[src/rtl/mux_scan_sequencer_if.sv]
// Handshake and mux-side signals of the scan sequencer.
// master: sequencer side, slave: controller/mux side.
interface mux_scan_sequencer_if #(
  parameter int CNT_W = 8
);
  logic             START;
  logic             CONT;
  logic             ABORT;
  logic             Z;
  logic             S0;
  logic             S1;
  logic             BUSY;
  logic             VALID;
  logic [3:0]       FRAME;
  logic [CNT_W-1:0] FRAME_CNT;

  modport master (
    input  START,
    input  CONT,
    input  ABORT,
    input  Z,
    output S0,
    output S1,
    output BUSY,
    output VALID,
    output FRAME,
    output FRAME_CNT
  );

  modport slave (
    output START,
    output CONT,
    output ABORT,
    output Z,
    input  S0,
    input  S1,
    input  BUSY,
    input  VALID,
    input  FRAME,
    input  FRAME_CNT
  );
endinterface

[src/rtl/mux_scan_sequencer.sv]
// Steps a 4:1 mux through A-D, settles, samples Z,
// and returns the four samples as one frame.
module mux_scan_sequencer #(
  parameter int SETTLE = 2,
  parameter int CNT_W  = 8
) (
  input  logic                 CLK,
  input  logic                 RST_N,
  mux_scan_sequencer_if.master bus
);

  typedef enum logic {
    IDLE,
    SCAN
  } state_e;

  localparam logic [3:0] SETTLE_C = 4'(SETTLE);

  state_e           state_q, state_d;
  logic [1:0]       ch_q, ch_d;
  logic [3:0]       cnt_q, cnt_d;
  logic [2:0]       smp_q, smp_d;
  logic             valid_q, valid_d;
  logic [3:0]       frame_q, frame_d;
  logic [CNT_W-1:0] fcnt_q, fcnt_d;

  always_ff @(posedge CLK) begin
    if (!RST_N) begin
      state_q <= IDLE;
      ch_q    <= '0;
      cnt_q   <= '0;
      smp_q   <= '0;
      valid_q <= 1'b0;
      frame_q <= '0;
      fcnt_q  <= '0;
    end else begin
      state_q <= state_d;
      ch_q    <= ch_d;
      cnt_q   <= cnt_d;
      smp_q   <= smp_d;
      valid_q <= valid_d;
      frame_q <= frame_d;
      fcnt_q  <= fcnt_d;
    end
  end

  always_comb begin
    state_d = state_q;
    ch_d    = ch_q;
    cnt_d   = cnt_q;
    smp_d   = smp_q;
    valid_d = 1'b0;
    frame_d = frame_q;
    fcnt_d  = fcnt_q;
    unique case (state_q)
      IDLE: begin
        // ABORT blocks a same-cycle START
        if (bus.START && !bus.ABORT) begin
          state_d = SCAN;
          ch_d    = '0;
          cnt_d   = '0;
        end
      end
      SCAN: begin
        if (bus.ABORT) begin
          state_d = IDLE;
          ch_d    = '0;
          cnt_d   = '0;
          smp_d   = '0;
        end else if (cnt_q != SETTLE_C) begin
          cnt_d = cnt_q + 4'd1;
        end else if (ch_q != 2'd3) begin
          for (int i = 0; i < 3; i++) begin
            if (ch_q == 2'(i)) smp_d[i] = bus.Z;
          end
          ch_d  = ch_q + 2'd1;
          cnt_d = '0;
        end else begin
          frame_d = {bus.Z, smp_q};
          valid_d = 1'b1;
          fcnt_d  = fcnt_q + 1'b1;
          ch_d    = '0;
          cnt_d   = '0;
          if (!bus.CONT) state_d = IDLE;
        end
      end
      default: state_d = IDLE;
    endcase
  end

  assign bus.S0        = ch_q[1];
  assign bus.S1        = ch_q[0];
  assign bus.BUSY      = (state_q == SCAN);
  assign bus.VALID     = valid_q;
  assign bus.FRAME     = frame_q;
  assign bus.FRAME_CNT = fcnt_q;

endmodule

[src/flat_wrapper.sv]
// flat-port wrapper written by rule: the top's interface ports become plain ports
module mux_scan_sequencer_flat 
#(
  parameter int SETTLE = 2,
  parameter int CNT_W  = 8
)
  (CLK, RST_N, bus_START, bus_CONT, bus_ABORT, bus_Z, bus_S0, bus_S1, bus_BUSY, bus_VALID, bus_FRAME, bus_FRAME_CNT);
  mux_scan_sequencer_if #(.CNT_W(CNT_W)) bus_i ();
  input  logic CLK;
  input  logic RST_N;
  input wire logic [$bits(bus_i.START)-1:0] bus_START;
  input wire logic [$bits(bus_i.CONT)-1:0] bus_CONT;
  input wire logic [$bits(bus_i.ABORT)-1:0] bus_ABORT;
  input wire logic [$bits(bus_i.Z)-1:0] bus_Z;
  output wire logic [$bits(bus_i.S0)-1:0] bus_S0;
  output wire logic [$bits(bus_i.S1)-1:0] bus_S1;
  output wire logic [$bits(bus_i.BUSY)-1:0] bus_BUSY;
  output wire logic [$bits(bus_i.VALID)-1:0] bus_VALID;
  output wire logic [$bits(bus_i.FRAME)-1:0] bus_FRAME;
  output wire logic [$bits(bus_i.FRAME_CNT)-1:0] bus_FRAME_CNT;
  assign bus_i.START = bus_START;
  assign bus_i.CONT = bus_CONT;
  assign bus_i.ABORT = bus_ABORT;
  assign bus_i.Z = bus_Z;
  assign bus_S0 = bus_i.S0;
  assign bus_S1 = bus_i.S1;
  assign bus_BUSY = bus_i.BUSY;
  assign bus_VALID = bus_i.VALID;
  assign bus_FRAME = bus_i.FRAME;
  assign bus_FRAME_CNT = bus_i.FRAME_CNT;
  mux_scan_sequencer #(.SETTLE(SETTLE), .CNT_W(CNT_W)) u_core (.CLK(CLK), .RST_N(RST_N), .bus(bus_i));
endmodule
[config.mk]
export PLATFORM = sky130hd
export DESIGN_NAME = mux_scan_sequencer_flat
export DESIGN_NICKNAME = d
export VERILOG_FILES = /design/src/rtl/mux_scan_sequencer_if.sv /design/src/rtl/mux_scan_sequencer.sv /design/src/flat_wrapper.sv
export SDC_FILE = /design/constraint.sdc
export NUM_CORES = 1
export LEC_CHECK = 0
export CAP_MARGIN = 20
export CORE_MARGIN = 5
export CORE_UTILIZATION = 50
export CTS_CLUSTER_DIAMETER = 80
export DETAILED_ROUTE_END_ITERATION = 8
export HOLD_SLACK_MARGIN = 0.12
export PLACE_DENSITY = 0.78
export SLEW_MARGIN = 20
export SYNTH_ARGS = -nofsm -noshare
export SYNTH_HDL_FRONTEND = slang
export SYNTH_SLANG_ARGS = --single-unit
[constraint.sdc]
create_clock -name CLK -period 2.2 [get_ports CLK]
set_input_delay 0.44 -clock CLK [delete_from_list [all_inputs] [get_ports CLK]]
set_output_delay 0.44 -clock CLK [all_outputs]
set_load 0.01 [all_outputs]
After elaboration in Yosys (flattened, before gate mapping)
Cells that the tools add are included.
- input port bits: 6
- word-level logic and storage cells: 59
- register bits after elaboration: 23
- output and inout port bits: 16
- bitwise logic cells: 5
- $add $sub $neg: 3
- mux-type cells: 22
- equal/unequal tests: 7
- reduce and logical (&&, ||, !) cells: 13
- operators with widths (kind ; count):
    4-bit AND reduction ; 4
    4-bit 2-to-1 mux ; 3
    1-bit 2-to-1 mux ; 9
    3-bit 2-to-1 mux ; 3
    8-bit by 1-bit adder with 8-bit output, second input constant ; 1
    2-bit 2-to-1 mux ; 4
    4-bit case mux with 2 select lines ; 1
    2-bit nonzero test ; 4
    1-bit NOT ; 5
    4-bit by 1-bit adder with 4-bit output, second input constant ; 1
    2-bit != test, second input constant ; 2
    4-bit by 2-bit != test with 1-bit output, second input constant ; 1
    2-bit case mux with 2 select lines ; 1
    4-bit OR reduction ; 1
    3-bit != test, second input constant ; 1
    2-bit by 1-bit adder with 2-bit output, second input constant ; 1
    2-bit by 1-bit equality test with 1-bit output, second input constant ; 1
    2-bit equality test, second input constant ; 1
    2-bit logical NOT ; 1
    2-bit by 1-bit != test with 1-bit output, second input constant ; 1
    1-bit case mux with 2 select lines ; 1
    2-bit AND reduction ; 1
    1-bit logical AND ; 1
    1-bit logical NOT ; 1

Depth between registers and ports, before layout
Gate-level depths: netlist of run 1.
- word-level depth: 5
- depth in mapped cells: 7
- gate-level depth less buffers: 6

Worst setup path before layout of run 1
OpenSTA, ideal clock, no wires.
- kind: flip-flop to flip-flop
- from: register u_core.cnt_q[0]
- to: register u_core.fcnt_q[6] (netlist: u_core.bus.FRAME_CNT[6])
- required time: 2.072 ns
- buffers on the path: 0
- setup time: 0.128 ns
- setup slack: 0.655 ns
- clock period less this slack: 1.545 ns
- data arrival time: 1.417 ns
- cell stages (with the launch flop): 7
- cells stage by stage: dfxtp_1 inv_1 ha_1 or3b_4 nor4_4 xnor2_1 nor2_1
- longest elaborated chain between the ends: 3
- RTL lines (what ; line ; source):
    start, declared ; mux_scan_sequencer.sv:21 ; logic [3:0] cnt_q, cnt_d;
    start signal, assigned ; mux_scan_sequencer.sv:39 ; cnt_q <= cnt_d;
    4-bit by 2-bit != test with 1-bit output ; mux_scan_sequencer.sv:70 ; end else if (cnt_q != SETTLE_C) begin
    1-bit NOT (no source line) ; n/a ;
    4-bit AND reduction (no source line) ; n/a ;
    end signal, assigned ; mux_scan_sequencer.sv:43 ; fcnt_q <= fcnt_d;
    end, declared ; mux_scan_sequencer.sv:25 ; logic [CNT_W-1:0] fcnt_q, fcnt_d;
No other way between the ends.
A chain may end at the register's enable or synchronous reset.

Final worst setup path of run 1
- from: register u_core.cnt_q[1]
- to: register u_core.fcnt_q[0] (netlist: u_core.bus.FRAME_CNT[0])
Same word-level chain as after synthesis.

==> results.json, run 1 <==
{
  "status": "finished clean",
  "cp_data_arrival_time_ns": 2.10,
  "ys_types": 29,
  "cts_tree": "done",
  "io_pins": 22,
  "startpoint_type": "register",
  "final_common_cell": "dfxtp_1",
  "die_y_um": 57.0,
  "remaining_drc_errors": 0,
  "reg2reg_depth": 5,
  "worst_path_largest_cell_delay_ns": 0.44,
  "synth_top_cell_area_share_pct": 41.7,
  "grt-ovfl-total": 0,
  "cp_data_required_time_ns": 2.46,
  "die_x_um": 57.0,
  "gr-usage-all-layers_pct": 15.8,
  "critPathKind": "reg2reg",
  "synth_area_leaders": "dfxtp_1 (42%), ha_1 (7.9%), nand3_1 (5.0%), nand2_1 (4.4%), nor2_1 (4.4%)",
  "final.setup_skew_ns": 0.000977,
  "hold_viol_final": 0,
  "avgRoutedWirePerCell_um": 12.8,
  "diodes": 0,
  "drt_iter0_markers": 14,
  "stdcell_area_sq_um": 1380,
  "clk_latency_ns": 0.31,
  "synthAdderAreaFrac_pct": 7.94,
  "initial_core_util_pct": 50.9,
  "area_delta_synth_final_pct": 24.6,
  "place_hpwl_mm": 1.69,
  "layout-drive-gt1-share_pct": 7.43,
  "leakagePower_nw": 0.530,
  "drv_cap": 0,
  "holdBufCountCts": 0,
  "coreArea_sq_um": 2170,
  "rrSetupSlack_ns": 0.36,
  "cts_setup_buffers": 0,
  "whs_path_depth": 2,
  "min_to": "u_core.bus.FRAME[2]$_SDFFE_PN0P_",
  "clockBufferDepth": 2,
  "reg2reg_from": "u_core.cnt_q[1]$_SDFFE_PN0P_",
  "grt_pass1_wl_mm": 4.10,
  "cts.reportedPaths.clkPinSlew_ns": 0.13,
  "synth_top_family_by_area": "simple AND/OR/NAND/NOR gates",
  "r2r-end": "u_core.bus.FRAME_CNT[0]$_SDFFE_PN0P_",
  "drv_slew": 0,
  "period_minus_slack_ns": 1.84,
  "cts_sinks": 23,
  "gp_congestion": 0.849,
  "crit_path_end_kind": "register",
  "synth_area_sq_um": 1100,
  "setup_viol_count_final": 0,
  "synthCells": 125,
  "numCtsBuffers": 3,
  "finalNonFillerCells": 176,
  "drtAntennaViolNets": 0,
  "rows": 17,
  "drt_wl_total_mm": 2.26,
  "slew_headroom_pct": 67.6,
  "hold_ws_ns": 0.463,
  "vias": 950,
  "ys_warn_count": 0,
  "post_synth_and_or_nand_nor_area_fraction_pct": 30.4,
  "cts.htree.levels": 1,
  "synthMuxAreaShare_pct": 2.72,
  "placed_cells": 172,
  "viasPerCell": 5.40,
  "dieArea_sq_um": 3250,
  "crit_fanout": 12,
  "synth-xor-area-share_pct": 4.76,
  "peakVddDrop_mv": 0.332,
  "syn-num-nets": 138,
  "grt_max_degree": 14,
  "drtPass1Iterations": 4,
  "fmax_mhz": 544,
  "hp-start": "u_core.smp_q[2]$_SDFFE_PN0P_",
  "antenna_found_initial": 0,
  "min_path_type": "reg2reg",
  "ys_seq_area_share_pct": 41.7,
  "final_cell_mix": "dfxtp_1 (23), clkdlybuf4s50_1 (21), nand2_1 (13), nor2_1 (13), nand3_1 (11)",
  "period_share_pct": 83.5,
  "grt_pass1_vias": 948,
  "pwr_density_cell_nw_per_um2": 478,
  "place.port_buffers": 21,
  "nets": 162,
  "final.setup.tns_ns": 0,
  "slowest_stage": "dfxtp_1",
  "syn_avg_cell_area_sq_um": 8.83,
  "rsz0062_at_grt": "false",
  "ctsResizeCount": 0,
  "tightest_slew_ns": 0.486,
  "dpl_cell_area_sq_um": 1350,
  "root_buffer": "clkbuf_4",
  "synth_compound_area_share_pct": 9.30,
  "yosys.area.top_type": "dfxtp_1",
  "ys_seq_elements": 23,
  "path_cells": "ha_1, nor3b_4, nand3_1, xor2_1, nor2_1"
}
-- power by group --
group / internal (mW) / switching (mW)
registers: 0.418 / 0.00258
logic: 0.0172 / 0.0220
clock network: 0.0680 / 0.129
total: 0.503 / 0.154
-- worst max path at each step --
stage / from / to / slack [ns] / depth (start not counted)
floorplan: u_core.cnt_q[0]$_SDFFE_PN0P_ / u_core.bus.FRAME_CNT[6]$_SDFFE_PN0P_ / 0.66 / 6
global placement: bus_ABORT / u_core.bus.FRAME[0]$_SDFFE_PN0P_ / 0.21 / 5
detailed placement: bus_ABORT / u_core.bus.FRAME[3]$_SDFFE_PN0P_ / 0.17 / 5
CTS: u_core.cnt_q[1]$_SDFFE_PN0P_ / u_core.bus.FRAME[0]$_SDFFE_PN0P_ / 0.35 / 5
global route: u_core.cnt_q[1]$_SDFFE_PN0P_ / u_core.bus.FRAME[0]$_SDFFE_PN0P_ / 0.19 / 5
finish: u_core.cnt_q[1]$_SDFFE_PN0P_ / u_core.bus.FRAME_CNT[0]$_SDFFE_PN0P_ / 0.36 / 5
-- critical path: cells and delay by family (launching register included) --
family,cells,cell delay [ns]
simple gates,3,0.88
fa+ha+maj,1,0.20
xor+xnor,1,0.26
flops,1,0.44
-- stage by stage --
stage	util (%)	setup slack, ns	power (mW)
floorplan	-	0.655	0.449
global placement	62.1	0.215	0.468
detailed placement	62.1	0.165	0.468
CTS	63.4	0.354	0.667
global route	63.4	0.188	0.696
finish	63.4	0.363	0.657
-- final cells by class --
type	count	area [sq um]
fill	203	795
multi-input combinational	93	608
sequential	23	460
timing repair buffer	23	225
tap	28	35.0
clock buffer	3	22.5
inverter	5	18.8
clock inverter	1	5.00
-- per-layer routing --
metal / up-vias / part of all wire [%] / wire length, um / track usage, %
met5: - / 0 / 0 / 0
met4: 0 / 2.1 / 47 / 8.61
met3: 4 / 5.0 / 112 / 3.62
met2: 20 / 47 / 1050 / 26.1
met1: 443 / 46 / 1050 / 18.9
li1: 483 / - / - / -
-- sequential cells by signal, indices dropped and copies added, names as in the netlist --
register	flops
u_core.bus.VALID	1
u_core.bus.BUSY	1
u_core.smp_q	3
u_core.bus.FRAME_CNT	8
u_core.ch_q	2
u_core.cnt_q	4
u_core.bus.FRAME	4
-- cells in the mapped netlist (all sizes together) --
master,n
nor4,2
or3b,1
xnor2,3
nand4,4
dfxtp,23
clkbuf,3
o32ai,1
nand4b,1
xor2,3
nor3b,2
or3,1
nor3,5
mux2i,3
nand3,11
nand2,13
nand2b,1
o31ai,1
buf,1
inv,5
nor2,13
a21oi,7
nor2b,1
nand3b,1
o21ai,9
ha,7
and3,2
a31oi,1
-- cell families after synthesis --
kind of cell               after synthesis
buffers and inverters                    9
and+or+nand+nor                         58
AOI/OAI and AO/OA                       19
DFF                                     23
muxes                                    3
adders and majority gates                7
xor gates and xnor gates                 6
(Power assumes the default switching activity.)
==> run 2: changes to the inputs <==
- CORE_UTILIZATION: 50 -> 45
- PLACE_DENSITY: 0.78 -> 0.74
- clock period: 2.2 -> 1.5 ns (I/O delays scaled with it)
==> run 2 against run 1 <==
Net effect:
- the run now ends with negative setup slack left
- total power increased by 49%
- via count increased by 5.3%
- global-route usage increased by 0.14 points
- cell count increased by 9.7%
- sequential cell count unchanged
- critical path depth increased by 1
- utilization about the same
- non-clock buffer count increased by 15
- largest cell class unchanged
- maximum frequency increased by 20%
==> results.json, run 2 (synthesized netlist as in run 1, its figures left out) <==
{
  "final_cell_mix": "dlygate4sd2_1 (16), buf_4 (16), nand2_1 (13), nor2_1 (13), dfxtp_1 (13)",
  "area_delta_synth_final_pct": 38.3,
  "hold_viol_final": 0,
  "pwr_density_cell_nw_per_um2": 642,
  "remaining_drc_errors": 0,
  "cp_data_required_time_ns": 1.71,
  "period_share_pct": 102,
  "period_minus_slack_ns": 1.54,
  "setup_viol_count_final": 3,
  "rows": 18,
  "initial_core_util_pct": 45.8,
  "min_path_type": "reg2reg",
  "top_layer": "met4",
  "root_buffer": "clkbuf_4",
  "gr-usage-all-layers_pct": 15.9,
  "die_x_um": 59.5,
  "cts_tree": "done",
  "avgRoutedWirePerCell_um": 12.7,
  "viasPerCell": 5.18,
  "drtAntennaViolNets": 0,
  "met1_length_mm": 1.12,
  "cts.reportedPaths.clkPinSlew_ns": 0.12,
  "clockBufferDepth": 2,
  "nets": 177,
  "crit_path_end_kind": "register",
  "status": "finished with violations",
  "leakagePower_nw": 0.690,
  "place.port_buffers": 21,
  "post-place-ws_ns": -0.177,
  "startpoint_type": "register",
  "reg2reg_from": "u_core.cnt_q[0]$_SDFFE_PN0P_",
  "place_hpwl_mm": 1.91,
  "cts_sinks": 23,
  "worst_slack_ns": -0.0360,
  "crit_fanout": 5,
  "fmax_mhz": 651,
  "wl_met3_um": 85,
  "numCtsBuffers": 3,
  "grt_pass1_wl_mm": 4.35,
  "grt_max_degree": 14,
  "slew_headroom_pct": 83.0,
  "wl_met2_mm": 1.22,
  "drtPass1Iterations": 4,
  "vias": 1000,
  "drt_wl_total_mm": 2.46,
  "violations": "negative setup slack",
  "largest_reg_flops": 8,
  "coreArea_sq_um": 2410,
  "peakVddDrop_mv": 0.555,
  "layout-drive-gt1-share_pct": 24.5,
  "clk_latency_ns": 0.31,
  "cts.htree.levels": 1,
  "final.setup_skew_ns": 0.00210,
  "antenna_found_initial": 0,
  "die_y_um": 59.5,
  "dpl_cell_area_sq_um": 1480,
  "holdBufCountCts": 0,
  "drt_iter0_markers": 31,
  "cp_data_arrival_time_ns": 1.75,
  "dieArea_sq_um": 3540,
  "io_pins": 22,
  "grt-ovfl-total": 0,
  "stdcell_area_sq_um": 1530,
  "totalPowerFinal_uw": 979,
  "tightest_slew_ns": 0.254,
  "hp-start": "u_core.bus.FRAME[1]$_SDFFE_PN0P_",
  "grt_pass1_vias": 1030,
  "diodes": 0,
  "drv_cap": 0,
  "drv_slew": 0,
  "gp_congestion": 0.781,
  "critPathKind": "reg2reg",
  "rsz0062_at_grt": "true",
  "startpoint": "u_core.cnt_q[0]$_SDFFE_PN0P_"
}
==> run 2: cell count changes in the layout (fill, tap and decap cells not counted), sizes merged <==
cell / before / now
buf: 2 / 17
clkbuf: 3 / 4
clkdlybuf4s50: 21 / 5
clkinv: 1 / 0
dlygate4sd2: 0 / 16
==> run 2: per-stage QoR <==
step / TNS, ns / instances / util (%) / hold slack, ns
2_1_floorplan: 0 / 125 / - / 0.379
3_3_place_gp: -1.02 / 189 / 61.3 / 0.446
3_5_place_dp: -1.57 / 189 / 61.3 / 0.451
4_1_cts: -0.110 / 193 / 63.2 / 0.467
5_1_grt: -0.418 / 193 / 63.3 / 0.485
6_report: -0.0524 / 193 / 63.3 / 0.464
==> run 2: final cells by class <==
cell class,count,area (sq um)
fillers,199,883
well taps,30,37.5
multi-input cells,93,638
inverters,5,18.8
flip-flops and latches,23,475
repair buffers,38,330
clock buffers,4,26.3
==> run 2: timing repair <==
item                                    CTS  global route
gates resized for setup                  32             1
buffers inserted                          0             0
endpoints found under the setup margin   20             7
pin swaps                                 4             6
hold endpoints to repair                  0             0
==> run 2: power by group <==
part | switching, mW | total [mW] | internal (mW)
combinational | 0.0369 | 0.0758 | 0.0389
clock | 0.185 | 0.289 | 0.104
sequential | 0.00297 | 0.615 | 0.612
total | 0.224 | 0.979 | 0.755
==> run 2: final timing paths <==
kind                                      end  cells after the start  slack [ns]
max              u_core.smp_q[2]$_SDFFE_PN0P_                      6       -0.04
min          u_core.bus.FRAME[1]$_SDFFE_PN0P_                      2        0.46
max reg2reg      u_core.smp_q[2]$_SDFFE_PN0P_                      6       -0.04
min reg2reg  u_core.bus.FRAME[1]$_SDFFE_PN0P_                      2        0.46
==> run 2: worst max-delay path: stages, from the launching register on <==
cell     delay, ns
dfxtp_2       0.35
inv_2         0.06
ha_4          0.13
or3b_4        0.45
nor3b_4       0.22
nand2_1       0.11
mux2i_1       0.13
==> run 2: metal layers <==
layer	GRT usage [%]	vias to the layer above
li1	-	513
met1	19.0	464
met2	27.1	19
met3	3.92	4
met4	6.65	0
met5	0	-
==> run 3: changes to the inputs <==
- GPL_ROUTABILITY_DRIVEN: not set -> 1
- GPL_TIMING_DRIVEN: not set -> 0
==> run 3 against run 2 <==
Net effect:
- the flow still finishes with violations (negative setup slack)
- die area unchanged
- register-to-register slack lost 0.05 ns
- combinational power fell by 17%
- total power down 1.7%
- critical path depth rose by 1
- global-route usage rose by 0.66 points
- worst setup slack got worse by 0.048 ns
- sequential power down 1%
- design area decreased by 0.33%
- critical endpoint is now u_core.bus.FRAME_CNT[4]$_SDFFE_PN0P_
- utilization shrank 0.21 points
==> results.json, run 3 (synthesized netlist as in run 1, its figures left out) <==
{
  "cts.htree.levels": 1,
  "viasPerCell": 5.42,
  "clockBufferDepth": 2,
  "violations": "negative setup slack",
  "status": "finished with violations",
  "remaining_drc_errors": 0,
  "nets": 171,
  "peakVddDrop_mv": 0.666,
  "final_common_cell": "dlygate4sd2_1",
  "grt.met3_usage_pct": 4.58,
  "use_met2_pct": 28.7,
  "crit_path_end_kind": "register",
  "drv_slew": 0,
  "final_cell_mix": "dlygate4sd2_1 (15), nand2_1 (13), dfxtp_1 (12)",
  "worst_path_largest_cell_delay_ns": 0.43,
  "drtPass1Iterations": 4,
  "cp_data_required_time_ns": 1.71,
  "cts_sinks": 23,
  "avgRoutedWirePerCell_um": 14.8,
  "clk_latency_ns": 0.32,
  "area_delta_synth_final_pct": 37.9,
  "gp_congestion": 0.784,
  "vias": 1013,
  "layout-drive-gt1-share_pct": 26.1,
  "totalPowerFinal_uw": 962,
  "grt_pass1_wl_mm": 4.45,
  "antenna_found_initial": 0,
  "critPathKind": "reg2reg",
  "die_x_um": 59.5,
  "dieArea_sq_um": 3540,
  "diodes": 0,
  "fmax_mhz": 631,
  "root_buffer": "clkbuf_4",
  "cts.reportedPaths.clkPinSlew_ns": 0.13,
  "numCtsBuffers": 3,
  "crit_fanout": 5,
  "setup_viol_count_final": 4,
  "pwr_density_cell_nw_per_um2": 633,
  "period_share_pct": 106,
  "rsz0062_at_grt": "true",
  "cp_num_buf_inv": 2,
  "place_hpwl_mm": 1.83,
  "rows": 18,
  "hold_viol_final": 0,
  "largest_reg_flops": 8,
  "place.port_buffers": 21,
  "startpoint_type": "register",
  "drv_cap": 0,
  "path_cells": "inv_2, ha_4, or3b_4, buf_4, nor4_4, xnor2_1, nor2_1",
  "slowest_stage": "or3b_4",
  "drt_wl_total_mm": 2.76,
  "placed_cells": 176,
  "hold_ws_ns": 0.279,
  "final.setup_skew_ns": 0.00683,
  "die_y_um": 59.5,
  "gr-usage-all-layers_pct": 16.6,
  "worst_slack_ns": -0.0836,
  "critical-path-top-delay-family": "simple AND/OR/NAND/NOR gates",
  "coreArea_sq_um": 2410,
  "drt_iter0_markers": 21,
  "min_path_type": "in2reg",
  "grt_max_degree": 14,
  "grt-ovfl-total": 0,
  "cp_data_arrival_time_ns": 1.79,
  "grtUsageMet1_pct": 19.0,
  "period_minus_slack_ns": 1.58,
  "io_pins": 22,
  "tightest_slew_ns": 0.485,
  "finalNonFillerCells": 187,
  "leakagePower_nw": 0.674,
  "grt_pass1_vias": 1017,
  "grt.busiest_layer": "met2",
  "initial_core_util_pct": 45.8,
  "final_util_pct": 63.1,
  "cts_tree": "done",
  "slew_headroom_pct": 67.7,
  "holdBufCountCts": 0,
  "drtAntennaViolNets": 0
}
## run 3: cell count changes in the layout (fill, tap and decap cells not counted), moves of 2 or more
| cell | before | now |
|---|---|---|
| dlymetal6s2s_1 | 0 | 2 |
| dfxtp_2 | 9 | 6 |
| buf_6 | 0 | 2 |
| dfxtp_4 | 1 | 5 |
| nand3_1 | 11 | 7 |
| nor2_1 | 13 | 11 |
| nor2_2 | 0 | 2 |
| buf_4 | 16 | 5 |
| buf_2 | 0 | 2 |
| nand3_2 | 0 | 4 |
## run 3: final cells by class
cell class / instances / area, sq um
Sequential cell: 23 / 487
Tap cell: 30 / 37.5
Clock inverter: 1 / 5.00
Timing Repair Buffer: 28 / 250
Inverter: 5 / 18.8
Multi-Input combinational cell: 93 / 677
Buffer: 4 / 23.8
Clock buffer: 3 / 22.5
Fill cell: 188 / 888
## run 3: worst reg2reg max path: stages, from the launching register on
cell,delay [ns]
dfxtp_4,0.37
inv_2,0.06
ha_4,0.12
or3b_4,0.43
buf_4,0.16
nor4_4,0.14
xnor2_1,0.14
nor2_1,0.05
## run 3: worst paths after layout
| check | from | endpoint | slack (ns) | cells past startpoint |
|---|---|---|---|---|
| hold / removal | bus_ABORT | u_core.bus.BUSY$_SDFF_PN0_ | 0.28 | 2 |
| hold reg to reg | u_core.smp_q[1]$_SDFFE_PN0P_ | u_core.bus.FRAME[1]$_SDFFE_PN0P_ | 0.46 | 2 |
| setup / recovery | u_core.cnt_q[0]$_SDFFE_PN0P_ | u_core.bus.FRAME_CNT[4]$_SDFFE_PN0P_ | -0.08 | 7 |
| setup reg to reg | u_core.cnt_q[0]$_SDFFE_PN0P_ | u_core.bus.FRAME_CNT[4]$_SDFFE_PN0P_ | -0.08 | 7 |
## run 3: routing by layer
layer  vias up  wire, um
li1        501         -
met1       478      1210
met2        27      1370
met3         7       123
met4         0        67
met5         -         0
## run 3: per-stage QoR
| step | setup slack, ns | TNS, ns | area [sq um] |
|---|---|---|---|
| after global placement | -0.314 | -3.94 | 1360 |
| final | -0.0836 | -0.164 | 1520 |
| after floorplan | 0.00958 | 0 | 1110 |
| after detailed placement | -0.357 | -4.71 | 1360 |
| after global routing | -0.139 | -0.733 | 1520 |
| after CTS | -0.0654 | -0.161 | 1460 |
## run 3: what timing repair did
item / 4_1_cts / 5_1_grt
endpoints found under the setup margin: 30 / 16
gates resized for setup: 37 / 15
pin swaps: 7 / 8
buffers inserted: 4 / 2
cloned: 0 / 1
hold endpoints to repair: 0 / 0
## run 3: where the power goes
group | internal, mW | total [mW] | switching [mW] | leakage [nW]
Combinational | 0.0252 | 0.0632 | 0.0380 | 0.464
Sequential | 0.605 | 0.608 | 0.00319 | 0.192
Clock | 0.0999 | 0.291 | 0.191 | 0.0177
